`src/rtl/booth_r8_frozen_encoder.sv`:
```
// Radix-8 Booth encoder for a frozen weight x, plus a registered my / 3*my feed toward the multiplier.
// Define BOOTH_ENC_SKID_EN to add a 1-entry skid buffer and a registered in_ready.
module booth_r8_frozen_encoder #(
  parameter int unsigned WIDTH  = 16,
  parameter int unsigned GROUPS = (WIDTH >> 2) + 2
) (
  input  logic              CLK,
  input  logic              RST,
  input  logic              w_valid,
  output logic              w_ready,
  input  logic [WIDTH-1:0]  w_x,
  input  logic              in_valid,
  output logic              in_ready,
  input  logic [WIDTH-1:0]  in_my,
  output logic [GROUPS-1:0] s,
  output logic [GROUPS-1:0] d,
  output logic [GROUPS-1:0] t,
  output logic [GROUPS-1:0] q,
  output logic [GROUPS-1:0] n,
  output logic [WIDTH-1:0]  my,
  output logic [WIDTH+1:0]  tmy,
  output logic              out_valid,
  input  logic              out_ready,
  output logic              frozen
);

  localparam int unsigned XW = 3 * GROUPS;

  typedef enum logic [0:0] {StEmpty, StFrozen} state_e;
  state_e state_q, state_d;

  logic              w_accept, in_accept, drained;
  logic [GROUPS-1:0] enc_s, enc_d, enc_t, enc_q, enc_n;
  logic [XW:0]       xz;
  logic [3:0]        grp;
  logic [WIDTH-1:0]  my_d;
  logic [WIDTH+1:0]  tmy_d;
  logic              out_valid_d;

  function automatic logic [WIDTH+1:0] times3(input logic [WIDTH-1:0] v);
    logic [WIDTH+1:0] e;
    e = {{2{v[WIDTH-1]}}, v};
    return e + {e[WIDTH:0], 1'b0};
  endfunction

  assign frozen    = (state_q == StFrozen);
  assign w_ready   = drained;
  assign w_accept  = w_valid & w_ready;
  assign in_accept = in_valid & in_ready;

  always_comb begin
    state_d = state_q;
    unique case (state_q)
      StEmpty:  if (w_accept) state_d = StFrozen;
      StFrozen: state_d = StFrozen;
    endcase
  end

  // Sign-extended weight with the implicit x[-1]=0 appended at the bottom
  assign xz = {XW'(signed'(w_x)), 1'b0};

  always_comb begin
    enc_s = '0;
    enc_d = '0;
    enc_t = '0;
    enc_q = '0;
    enc_n = '0;
    grp   = '0;
    for (int i = 0; i < GROUPS; i++) begin
      grp      = xz[3*i +: 4];
      enc_n[i] = grp[3] & ~(&grp[2:0]);
      unique case (grp)
        4'b0001, 4'b0010, 4'b1101, 4'b1110: enc_s[i] = 1'b1;
        4'b0011, 4'b0100, 4'b1011, 4'b1100: enc_d[i] = 1'b1;
        4'b0101, 4'b0110, 4'b1001, 4'b1010: enc_t[i] = 1'b1;
        4'b0111, 4'b1000:                   enc_q[i] = 1'b1;
        default: ;
      endcase
    end
  end

  always_ff @(posedge CLK or negedge RST) begin
    if (!RST) begin
      state_q <= StEmpty;
      s       <= '0;
      d       <= '0;
      t       <= '0;
      q       <= '0;
      n       <= '0;
    end else begin
      state_q <= state_d;
      if (w_accept) begin
        s <= enc_s;
        d <= enc_d;
        t <= enc_t;
        q <= enc_q;
        n <= enc_n;
      end
    end
  end

`ifdef BOOTH_ENC_SKID_EN
  logic             skid_valid_q, skid_valid_d;
  logic [WIDTH-1:0] skid_my_q, skid_my_d;
  logic             in_ready_q, in_ready_d;

  assign drained  = ~out_valid & ~skid_valid_q;
  // Weight priority is the only combinational term; out_ready never reaches in_ready
  assign in_ready = in_ready_q & ~w_accept;

  always_comb begin
    my_d         = my;
    tmy_d        = tmy;
    out_valid_d  = out_valid;
    skid_valid_d = skid_valid_q;
    skid_my_d    = skid_my_q;
    if (~out_valid | out_ready) begin
      if (skid_valid_q) begin
        my_d         = skid_my_q;
        tmy_d        = times3(skid_my_q);
        out_valid_d  = 1'b1;
        skid_valid_d = 1'b0;
      end else if (in_accept) begin
        my_d        = in_my;
        tmy_d       = times3(in_my);
        out_valid_d = 1'b1;
      end else begin
        out_valid_d = 1'b0;
      end
    end else if (in_accept) begin
      skid_valid_d = 1'b1;
      skid_my_d    = in_my;
    end
    in_ready_d = (state_d == StFrozen) & ~skid_valid_d;
  end

  always_ff @(posedge CLK or negedge RST) begin
    if (!RST) begin
      skid_valid_q <= 1'b0;
      skid_my_q    <= '0;
      in_ready_q   <= 1'b0;
    end else begin
      skid_valid_q <= skid_valid_d;
      skid_my_q    <= skid_my_d;
      in_ready_q   <= in_ready_d;
    end
  end
`else
  assign drained  = ~out_valid;
  assign in_ready = frozen & (~out_valid | out_ready) & ~w_accept;

  always_comb begin
    my_d        = my;
    tmy_d       = tmy;
    out_valid_d = out_valid;
    if (in_accept) begin
      my_d        = in_my;
      tmy_d       = times3(in_my);
      out_valid_d = 1'b1;
    end else if (out_valid & out_ready) begin
      out_valid_d = 1'b0;
    end
  end
`endif

  always_ff @(posedge CLK or negedge RST) begin
    if (!RST) begin
      my        <= '0;
      tmy       <= '0;
      out_valid <= 1'b0;
    end else begin
      my        <= my_d;
      tmy       <= tmy_d;
      out_valid <= out_valid_d;
    end
  end

endmodule
```
`config.mk`:
```
export PLATFORM = sky130hd
export DESIGN_NAME = booth_r8_frozen_encoder
export DESIGN_NICKNAME = d
export VERILOG_FILES = /design/src/rtl/booth_r8_frozen_encoder.sv
export SDC_FILE = /design/constraint.sdc
export NUM_CORES = 1
export LEC_CHECK = 0
export CORE_MARGIN = 2
export CORE_UTILIZATION = 30
export DETAILED_ROUTE_END_ITERATION = 7
export GPL_TIMING_DRIVEN = 0
export MAX_ROUTING_LAYER = met4
export PLACE_DENSITY = 0.61
export SYNTH_ARGS = -nofsm -noshare
export SYNTH_HDL_FRONTEND = slang
export SYNTH_SLANG_ARGS = --single-unit
```
`constraint.sdc`:
```
create_clock -name CLK -period 3 [get_ports CLK]
set_clock_uncertainty 0.2 [all_clocks]
set_input_delay 0.6 -clock CLK [delete_from_list [all_inputs] [get_ports CLK]]
set_output_delay 0.6 -clock CLK [all_outputs]
set_load 0.05 [all_outputs]
```
==> reports/qor.yml <==
syn_avg_cell_area_sq_um: 8.88
wl_per_cell_um: 13.4
cts_sinks: 61
yosysSeqAreaShare: 0.469
async_flop_share: 1.00
cp_slowest_cell: "dlygate4sd2_1"
clockBufferDepth: 2
yosysWarningCount: 0
post_dp_cell_area_sq_um: 4410
synth_compound_area_frac: 0.166
period_needed_ns: 2.79
row_count: 38
ctsHoldBuffers: 0
crit_fanout: 9
ir_drop_mv: 0.353
nNetsFinal: 531
pre_cts_ws_ns: -0.0623
layout-drive-gt1-share: 0.0705
post-dp-hpwl_mm: 6.24
end_kind: "output port"
maxCapViolCount: 0
synth_area_leaders: "dfrtp_1 (47%), nand2_1 (12%), ha_1 (6.1%)"
synth-simple-area-share: 0.194
hold-worst-slack_ns: 0.143
grt_remaining_overflow: 0
p_per_area_nw_per_um2: 754
drv_slew: 0
yosys.area_share.xor_xnor: 0.0511
timing_hold_violations_final: 0
maxSlewHeadroom: 0.490
grt_pass1_wl_mm: 13.7
cts_tree: "yes"
vias: 2892
core_sq_um: 10700
io_pins: 105
ys_ff_latch: 61
synth_edf_count: 0
worstRegToRegCells: 8
setup-violations-final: 0
antenna_cells: 0
area_growth_pct: 41.6
drc: 0
grt_usage: 0.155
cts_made_buffers: 9
r2r_slack_ns: 1.05
synth_cells: 367
ys_types: 40
postCtsSetupRepairBufs: 0
crit_path_cell_trace: "clkdlybuf4s50_1 -> nand2b_1 -> buf_4 -> and3_4 -> dlygate4sd2_1"
hold_class: "primary input to asynchronous set/reset pin"
cp.arrival_ns: 1.99
fp.dieW_um: 108
crit_required_ns: 2.20
clk_pin_slew_worst_paths_ns: 0.07
muxShareOfSynthArea: 0.00691
worst_r2r_endpoint: "my[6]"
antenna_found_initial: 0
setup_tns_ns: 0
grt_max_degree: 62
dr.pass1.iters: 4
synth_top_area_frac: 0.469
yosysTopAreaCell: "dfrtp_1"
routed_via_density: 4.65
die_h_um: 108
layout_worst_path_cycle_share: 0.929
ys.flop_type: "dfrtp_1"
synth_area_sq_um: 3260
synth_commonest_cells: "nand2_1 (104), dfrtp_1 (61), o21ai_0 (36)"
clock_latency_ns: 0.33
fill_cells: 1087
synth_most_common_cell: "nand2_1"
synth_fa_ha_area_frac: 0.0676
grt_pass1_vias: 2796
drtIter0Drc: 74
fmax_mhz: 359
start_kind: "primary input"
die_area_sq_um: 11700
wl_mm: 8.32
synth_top_family_by_area: "simple AND/OR/NAND/NOR gates"
status: "complete, no violations"
io_buffers: 97
cp_slowest_stage_delay_ns: 0.53
ant_nets: 0
final_util: 0.431
gp_congestion: 0.937
r2r_start: "out_valid"
leakage_uw: 0.00209
fin_area_sq_um: 4610
htree_num_levels: 3
root_buffer: "clkbuf_8"
rsz0062_at_grt: "no"
fin_ws_ns: 0.212
worstMarginPinSlew_ns: 0.766
crit_type: "primary input to output port"
start_util: 0.305
-- area by class of cell --
cell class,instances,area [sq um],area share
multi-input combinational,277,1590,0.345
timing repair buffer,97,967,0.210
inverter,8,30.0,0.00651
buffer,23,115,0.0249
tap,140,175,0.0380
clock inverter,5,75.1,0.0163
sequential,61,1530,0.331
clock buffer,11,131,0.0285
-- layout by cell type, fill, tap and decap left out, drive strengths merged, types with 3 or more instances in the layout --
| cell type | instances |
|---|---|
| clkdlybuf4s50 | 95 |
| dfrtp | 61 |
| nor2 | 15 |
| clkbuf | 24 |
| a21oi | 17 |
| ha | 16 |
| o21a | 4 |
| inv | 8 |
| o21ai | 38 |
| clkinv | 3 |
| a21o | 8 |
| conb | 3 |
| xnor2 | 9 |
| nand2b | 9 |
| nor3 | 6 |
| and3 | 4 |
| xor2 | 10 |
| nand3 | 5 |
| o31ai | 8 |
| nand4 | 3 |
| nand2 | 105 |
| buf | 11 |
-- what timing repair did --
action,4_1_cts,5_1_grt
resized for setup,1,0
endpoints found under the setup margin,1,0
hold endpoints to repair,0,0
-- worst max-delay path by stage --
stage	from	endpoint	cells after the start
floorplan	in_my[0]	tmy[15]	9
global placement	RST	n[4]	1
detailed placement	w_valid	in_ready	5
CTS	w_valid	in_ready	5
global route	w_valid	in_ready	5
finish	w_valid	in_ready	5
-- logic make-up (layout without fill, tap and decap cells) --
kind of cell	count (synthesis)	count (layout)
AND/OR/NAND/NOR	149	149
other	1	3
buffers and inverters	31	144
multiplexers	2	2
adder cells (fa/ha/maj)	17	17
flip-flops	61	61
AO/OA/AOI/OAI	87	87
XOR/XNOR	19	19
-- critical path: cells and delay by family --
family                 cells  cell delay [ns]
buffers and inverters      3             1.09
and+or+nand+nor            2             0.30
-- through the flow --
stage	total power [uW]	instances
after floorplan	2150	369
after global placement	2710	606
after detailed placement	2730	606
after CTS	3520	622
after global routing	3670	622
final	3480	622
-- sequential cells by signal, indices dropped and copies added, names as in the netlist --
signal and flops:
s 6, frozen 1, q 5, d 5, t 5, out_valid 1
my 16, tmy 16, n 6
-- power breakdown --
group          internal (uW)  leakage, uW  switching, uW
combinational            528      0.00122           1070
clock                    464     0.000107            318
sequential              1000     0.000766           98.3
total                   2000      0.00209           1480
-- per-layer routing --
metal	global-route usage	routed length, um	vias to the layer above
li1	-	-	1453
met1	0.187	3690	1329
met2	0.244	3860	96
met3	0.0434	618	14
met4	0.0632	155	0
met5	-	0	-
(Power assumes the default switching activity.)
